===== src/rtl/keypad_scan_ctrl.sv =====
// 4x4 matrix keypad scanner: row sequencing, column synchronizer, frame debounce and event FIFO.
// Optional release events are enabled by defining KEYPAD_RELEASE_EVT_EN.
module keypad_scan_ctrl #(
  parameter int SCAN_DIV       = 1000,
  parameter int DEBOUNCE_SCANS = 4,
  parameter int FIFO_DEPTH     = 4
) (
  input  logic       clk,
  input  logic       rst_n,
  input  logic       scan_en,
  input  logic [3:0] col,
  output logic [3:0] row,
  output logic       key_valid,
  input  logic       key_ready,
  output logic [3:0] key_code,
  output logic [7:0] key_raw,
`ifdef KEYPAD_RELEASE_EVT_EN
  output logic       key_release,
`endif
  output logic       overflow,
  input  logic       clr_overflow
);

  localparam int DW = (SCAN_DIV > 1) ? $clog2(SCAN_DIV) : 1;
  localparam int SW = $clog2(DEBOUNCE_SCANS + 1);
  localparam int AW = $clog2(FIFO_DEPTH);
`ifdef KEYPAD_RELEASE_EVT_EN
  localparam int EW = 13;
`else
  localparam int EW = 12;
`endif

  localparam logic [DW-1:0] DWELL_LAST = DW'(SCAN_DIV - 1);
  localparam logic [SW-1:0] STABLE_MAX = SW'(DEBOUNCE_SCANS);
  localparam logic [SW-1:0] STABLE_PRE = SW'(DEBOUNCE_SCANS - 1);
  localparam logic [AW:0]   DEPTH_CNT  = (AW + 1)'(FIFO_DEPTH);

  localparam logic [0:0] ST_IDLE = 1'b0;
  localparam logic [0:0] ST_SCAN = 1'b1;

  logic [0:0]    state_q, state_d;
  logic [3:0]    row_q, row_d;
  logic [DW-1:0] dwell_q, dwell_d;
  logic [1:0]    row_idx_q, row_idx_d;
  logic [3:0]    sync1_q, sync1_d;
  logic [3:0]    sync2_q, sync2_d;
  logic [15:0]   snapshot_q, snapshot_d;
  logic          eval_q, eval_d;
  logic [15:0]   prev_snap_q, prev_snap_d;
  logic [SW-1:0] stable_q, stable_d;
  logic [15:0]   deb_map_q, deb_map_d;
  logic [EW-1:0] fifo_mem_q [FIFO_DEPTH];
  logic [EW-1:0] fifo_mem_d [FIFO_DEPTH];
  logic [AW-1:0] wr_ptr_q, wr_ptr_d;
  logic [AW-1:0] rd_ptr_q, rd_ptr_d;
  logic [AW:0]   count_q, count_d;
  logic          overflow_q, overflow_d;

  logic          push;
  logic [EW-1:0] push_entry;
  logic          fifo_full;
  logic          pop;
  logic          push_ok;
  logic [EW-1:0] head;

  function automatic logic [4:0] popcount16(input logic [15:0] v);
    logic [4:0] cnt;
    cnt = '0;
    for (int i = 0; i < 16; i++) begin
      cnt = cnt + 5'(v[i]);
    end
    return cnt;
  endfunction

  function automatic logic [3:0] lowest_index(input logic [15:0] v);
    logic [3:0] idx;
    idx = '0;
    for (int i = 15; i >= 0; i--) begin
      if (v[i]) begin
        idx = 4'(i);
      end
    end
    return idx;
  endfunction

  function automatic logic [7:0] raw_of(input logic [3:0] code);
    return {4'b0001 << code[3:2], 4'b0001 << code[1:0]};
  endfunction

  // Column lines are asynchronous; only sync2_q is ever used downstream.
  always_comb begin
    sync1_d = col;
    sync2_d = sync1_q;
  end

  always_comb begin
    state_d    = state_q;
    dwell_d    = dwell_q;
    row_idx_d  = row_idx_q;
    snapshot_d = snapshot_q;
    eval_d     = 1'b0;
    if (!scan_en) begin
      state_d    = ST_IDLE;
      dwell_d    = '0;
      row_idx_d  = '0;
      snapshot_d = '0;
    end else if (state_q == ST_IDLE) begin
      state_d   = ST_SCAN;
      dwell_d   = '0;
      row_idx_d = '0;
    end else if (dwell_q == DWELL_LAST) begin
      dwell_d                            = '0;
      snapshot_d[{row_idx_q, 2'b00} +: 4] = ~sync2_q;
      row_idx_d                          = row_idx_q + 2'd1;
      eval_d                             = (row_idx_q == 2'd3);
    end else begin
      dwell_d = dwell_q + DW'(1);
    end
    row_d = (state_d == ST_SCAN) ? ~(4'b0001 << row_idx_d) : 4'b1111;
  end

  // A frame is accepted only on the transition into the stable count, so a held key loads once.
  always_comb begin
    prev_snap_d = prev_snap_q;
    stable_d    = stable_q;
    deb_map_d   = deb_map_q;
    push        = 1'b0;
    push_entry  = '0;
    if (eval_q) begin
      prev_snap_d = snapshot_q;
      if (snapshot_q == prev_snap_q) begin
        if (stable_q != STABLE_MAX) begin
          stable_d = stable_q + SW'(1);
        end
        if (stable_q == STABLE_PRE) begin
          deb_map_d = snapshot_q;
          if ((popcount16(snapshot_q) == 5'd1) && ((snapshot_q & ~deb_map_q) != 16'h0000)) begin
            push                 = 1'b1;
            push_entry[11:0]     = {lowest_index(snapshot_q), raw_of(lowest_index(snapshot_q))};
          end
`ifdef KEYPAD_RELEASE_EVT_EN
          else if ((snapshot_q == 16'h0000) && (popcount16(deb_map_q) == 5'd1)) begin
            push       = 1'b1;
            push_entry = {1'b1, lowest_index(deb_map_q), raw_of(lowest_index(deb_map_q))};
          end
`endif
        end
      end else begin
        stable_d = '0;
      end
    end
  end

  assign key_valid = (count_q != '0);
  assign fifo_full = (count_q == DEPTH_CNT);
  assign pop       = key_valid & key_ready;
  assign push_ok   = push & (~fifo_full | pop);

  // No bypass: an empty FIFO cannot pop, so a push into it shows up one cycle later.
  always_comb begin
    fifo_mem_d = fifo_mem_q;
    if (push_ok) begin
      fifo_mem_d[wr_ptr_q] = push_entry;
    end
    wr_ptr_d = wr_ptr_q + AW'(push_ok);
    rd_ptr_d = rd_ptr_q + AW'(pop);
    case ({push_ok, pop})
      2'b10:   count_d = count_q + (AW + 1)'(1);
      2'b01:   count_d = count_q - (AW + 1)'(1);
      default: count_d = count_q;
    endcase
    if (push & fifo_full & ~pop) begin
      overflow_d = 1'b1;
    end else if (clr_overflow) begin
      overflow_d = 1'b0;
    end else begin
      overflow_d = overflow_q;
    end
  end

  always_ff @(posedge clk) begin
    if (!rst_n) begin
      state_q     <= ST_IDLE;
      row_q       <= 4'b1111;
      dwell_q     <= '0;
      row_idx_q   <= '0;
      sync1_q     <= 4'b1111;
      sync2_q     <= 4'b1111;
      snapshot_q  <= '0;
      eval_q      <= 1'b0;
      prev_snap_q <= '0;
      stable_q    <= '0;
      deb_map_q   <= '0;
      for (int i = 0; i < FIFO_DEPTH; i++) begin
        fifo_mem_q[i] <= '0;
      end
      wr_ptr_q    <= '0;
      rd_ptr_q    <= '0;
      count_q     <= '0;
      overflow_q  <= 1'b0;
    end else begin
      state_q     <= state_d;
      row_q       <= row_d;
      dwell_q     <= dwell_d;
      row_idx_q   <= row_idx_d;
      sync1_q     <= sync1_d;
      sync2_q     <= sync2_d;
      snapshot_q  <= snapshot_d;
      eval_q      <= eval_d;
      prev_snap_q <= prev_snap_d;
      stable_q    <= stable_d;
      deb_map_q   <= deb_map_d;
      fifo_mem_q  <= fifo_mem_d;
      wr_ptr_q    <= wr_ptr_d;
      rd_ptr_q    <= rd_ptr_d;
      count_q     <= count_d;
      overflow_q  <= overflow_d;
    end
  end

  assign head     = fifo_mem_q[rd_ptr_q];
  assign row      = row_q;
  assign key_raw  = head[7:0];
  assign key_code = head[11:8];
  assign overflow = overflow_q;
`ifdef KEYPAD_RELEASE_EVT_EN
  assign key_release = head[12];
`endif

endmodule


===== config.mk =====
export PLATFORM = sky130hd
export DESIGN_NAME = keypad_scan_ctrl
export DESIGN_NICKNAME = d
export VERILOG_FILES = /design/src/rtl/keypad_scan_ctrl.sv
export SDC_FILE = /design/constraint.sdc
export NUM_CORES = 1
export LEC_CHECK = 0
export ABC_AREA = 1
export BUFFER_PORTS_ARGS = -buffer_cell sky130_fd_sc_hd__buf_2
export CELL_PAD_IN_SITES_DETAIL_PLACEMENT = 1
export CELL_PAD_IN_SITES_GLOBAL_PLACEMENT = 1
export CORE_MARGIN = 4
export CORE_UTILIZATION = 23
export DETAILED_ROUTE_END_ITERATION = 8
export GPL_TIMING_DRIVEN = 0
export HOLD_SLACK_MARGIN = 0.15
export PLACE_DENSITY_LB_ADDON = 0.1
export SYNTH_ARGS = -nofsm -noshare
export SYNTH_HDL_FRONTEND = slang
export SYNTH_SLANG_ARGS = --single-unit

===== constraint.sdc =====
create_clock -name clk -period 12.4 [get_ports clk]
set_input_delay 2.48 -clock clk [delete_from_list [all_inputs] [get_ports clk]]
set_output_delay 2.48 -clock clk [all_outputs]
set_load 0.05 [all_outputs]

==> impl_metrics.csv <==
group,metric,value,unit
job,maxCapViolCount,0,
setup_path,cp_slowest_stage_delay,570,ps
timing,fin_worst_skew,19.0,ps
placed_design,dp_hpwl,14800,um
finish,area.growth.synth_to_final,19.7,%
timing,clock.fmax,0.180,GHz
die,io_pins,27,
synthesis,avgSynthCellArea,7.48,sq um
synthesis,yosys_register_bits,133,
power,peakVddDrop,0.0520,mV
outcome,outcome,"completed",
die,initial_core_util,23.3,%
die,die_w,175,um
synthesis,synth_cell_types,40,
synthesis,synthesis.area,0.00645,sq mm
clock_network,hold_buffers,0,
setup_path,crit_top_cell,"fa_1",
route,drc,0,
setup_path,required,12750,ps
placed_design,port_buffers,25,
clock_network,cts_root_buf,"clkbuf_16",
route,routedWlPerCell,15.4,um
finish,multiInputGateArea,0.00322,sq mm
clock_network,cts_tree,"built",
setup_path,cp-end-kind,"flip-flop",
timing,tightest_slew,691,ps
timing,min_period,5550,ps
synthesis,yosysSeqAreaShare,41.3,%
finish,drive_gt1_share,11.2,%
min_path,hp-class,"flip-flop to flip-flop",
finish,filler_cell_count,3380,
finish,num_antenna_cells,0,
synthesis,synthCells,862,
die,die_height,175,um
clock_network,htree_levels,4,
clock_network,cts_sinks,133,
setup_path,cpLargestDelayFamily,"adder cells",
placed_design,gp_congestion,0.727,
synthesis,synthArstFlopShare,0,%
synthesis,synth_top_cell_area_share,41.3,%
die,num_rows,61,
die,die_area,0.0308,sq mm
setup_path,crit_arrival,5900,ps
timing,setup_tns,0,ps
route,vias_per_cell,4.32,
synthesis,syn_nets,900,
timing,maxSlewHeadroom,53.8,%
finish,stdcell_area,0.00772,sq mm
grt,grt_pass1_vias,5855,
route,drt_iter0_drc,211,
die,coreArea,0.0277,sq mm
finish,fin_nets,944,
synthesis,synth_edf_count,0,
clock_network,worstSkewPairLatency,430,ps
grt,grt_max_degree,17,
grt,grt_overflow_total,0,
setup_path,cp_slowest_cell,"fa_1",
clock_network,ctsResizeCount,0,
clock_network,postCtsSetupRepairBufs,0,
timing,maxSlewViolCount,0,
synthesis,ys_warn_count,0,
power,power,1080,uW
timing,hold_viol_final,0,
timing,timing.final.crit_share,44.7,%
synthesis,synth-main-ff-cell,"dfxtp_1",
route,vias,5606,
timing,finalSetupViolations,0,
clock_network,cts_inserted_buffers,17,
setup_path,critical_path_class,"flip-flop to flip-flop",
power,p_leak,0.00325,uW
placed_design,dpl-instance-area,0.00705,sq mm
setup_path,crit_fanout,8,
finish,seq_area,0.00266,sq mm
route,drtPass1Iterations,6,
route,postRouteAntennaNets,0,
synthesis,synth_top_cells_by_area,"dfxtp_1 (41%), nand2_1 (9.1%), a21oi_1 (7.8%)",
timing,rsz0062_at_grt,"false",
clock_network,clk_pin_slew_worst_paths,70,ps
synthesis,synth_top_area_cell,"dfxtp_1",
grt,antenna_found_initial,0,
power,power.density,140,mW/mm^2
grt,grt_use_total,13.8,%
clock_network,clock_path_buffers,2,
grt,grt_pass1_wl,33300,um
setup_path,path_buf_inv,6,
setup_path,cp-start-kind,"flip-flop",
route,wirelength,20000,um
## through the flow
step | cells | hold WS [ps] | worst slack (ps) | util, %
after detailed placement | 1265 | 399 | 6790 | 25.4
after floorplan | 862 | 393 | 7480 | -
after CTS | 1297 | 417 | 6750 | 27.9
final | 1297 | 413 | 6850 | 27.9
after global routing | 1297 | 428 | 6330 | 27.9
after global placement | 1265 | 395 | 6820 | 25.4
## worst paths after layout
| check | start | end | slack [ps] | cells past startpoint |
|---|---|---|---|---|
| max reg2reg | snapshot_q[5]$_SDFFE_PN0P_ | count_q[2]$_SDFFE_PN0P_ | 6850 | 25 |
| max | snapshot_q[5]$_SDFFE_PN0P_ | count_q[2]$_SDFFE_PN0P_ | 6850 | 25 |
| min reg2reg | sync1_q[0]$_SDFF_PN1_ | sync2_q[0]$_SDFF_PN1_ | 410 | 1 |
| min | sync1_q[0]$_SDFF_PN1_ | sync2_q[0]$_SDFF_PN1_ | 410 | 1 |
## area by class of cell
class                           count  area share [%]
Buffer                             28            1.60
Clock buffer                       19            5.87
Clock inverter                     13            2.84
Inverter                          117            5.74
Multi-Input combinational cell    584            41.7
Sequential cell                   133            34.5
Tap cell                          378            6.13
Timing Repair Buffer               25            1.62
## cells by family after synthesis
| logic type | count (synthesis) | share of synthesized area, % |
|---|---|---|
| buffers and inverters | 145 | 8.79 |
| AO/OA/AOI/OAI | 201 | 16.8 |
| XOR/XNOR | 16 | 2.17 |
| adder cells (fa/ha/maj) | 29 | 6.91 |
| flip-flops | 133 | 41.3 |
| AND/OR/NAND/NOR | 338 | 24.1 |
## sequential cells by signal, indices dropped and copies added (netlist names)
signal	flops
row	4
row_idx_q	2
count_q	3
snapshot_q	16
overflow	1
eval_q	1
rd_ptr_q	2
stable_q	3
sync2_q	4
sync1_q	4
state_q	1
prev_snap_q	16
wr_ptr_q	2
deb_map_q	16
dwell_q	10
fifo_mem_q	48
## cell usage in the layout, fill, tap and decap left out, types with 5 or more instances in the layout
master	n
inv_1	105
dfxtp_1	133
nand4_1	9
nand3_1	25
a21oi_1	101
xor2_1	7
nor2_1	96
nand2_1	157
ha_1	18
nor3_1	14
o22ai_1	11
clkbuf_1	22
xnor2_1	9
or2_2	8
bufinv_16	5
clkbuf_16	17
o21ai_1	5
o21ai_0	62
a211oi_1	15
nand4_4	5
inv_2	10
nor2_2	5
buf_2	28
fa_1	11
## report_power, final
| group | switching, uW | leakage, uW | internal (uW) | total [uW] |
|---|---|---|---|---|
| Combinational | 54.5 | 0.00185 | 15.2 | 69.7 |
| Clock | 210 | 0.000325 | 371 | 581 |
| Sequential | 2.32 | 0.00107 | 431 | 433 |
| Total | 267 | 0.00325 | 817 | 1080 |
## routing by layer
metal	up-vias	wire length, um	share of wire [%]	GRT usage (%)
li1	2890	-	-	-
met1	2629	10300	52	19.6
met2	70	8910	45	21.7
met3	17	547	2.7	2.48
met4	0	230	1.1	3.67
met5	-	0	0	0
## synthesized netlist by cell type, types with 2 or more instances
| master | instances |
|---|---|
| nor2_1 | 96 |
| nor2_2 | 5 |
| nand3_1 | 25 |
| or2_1 | 4 |
| xnor2_1 | 9 |
| or2_2 | 8 |
| nor3b_1 | 4 |
| nand4_1 | 9 |
| o22ai_1 | 11 |
| buf_6 | 2 |
| a211oi_1 | 15 |
| nand2_1 | 157 |
| a21oi_2 | 4 |
| inv_1 | 105 |
| a21oi_1 | 101 |
| fa_1 | 11 |
| nor3_2 | 3 |
| nand4_4 | 5 |
| xor2_1 | 7 |
| ha_1 | 18 |
| inv_2 | 10 |
| o21ai_0 | 62 |
| o21ai_1 | 5 |
| clkbuf_1 | 22 |
| dfxtp_1 | 133 |
| buf_2 | 3 |
| nor3_1 | 14 |
| nor2_4 | 2 |
(Power assumes the default switching activity.)
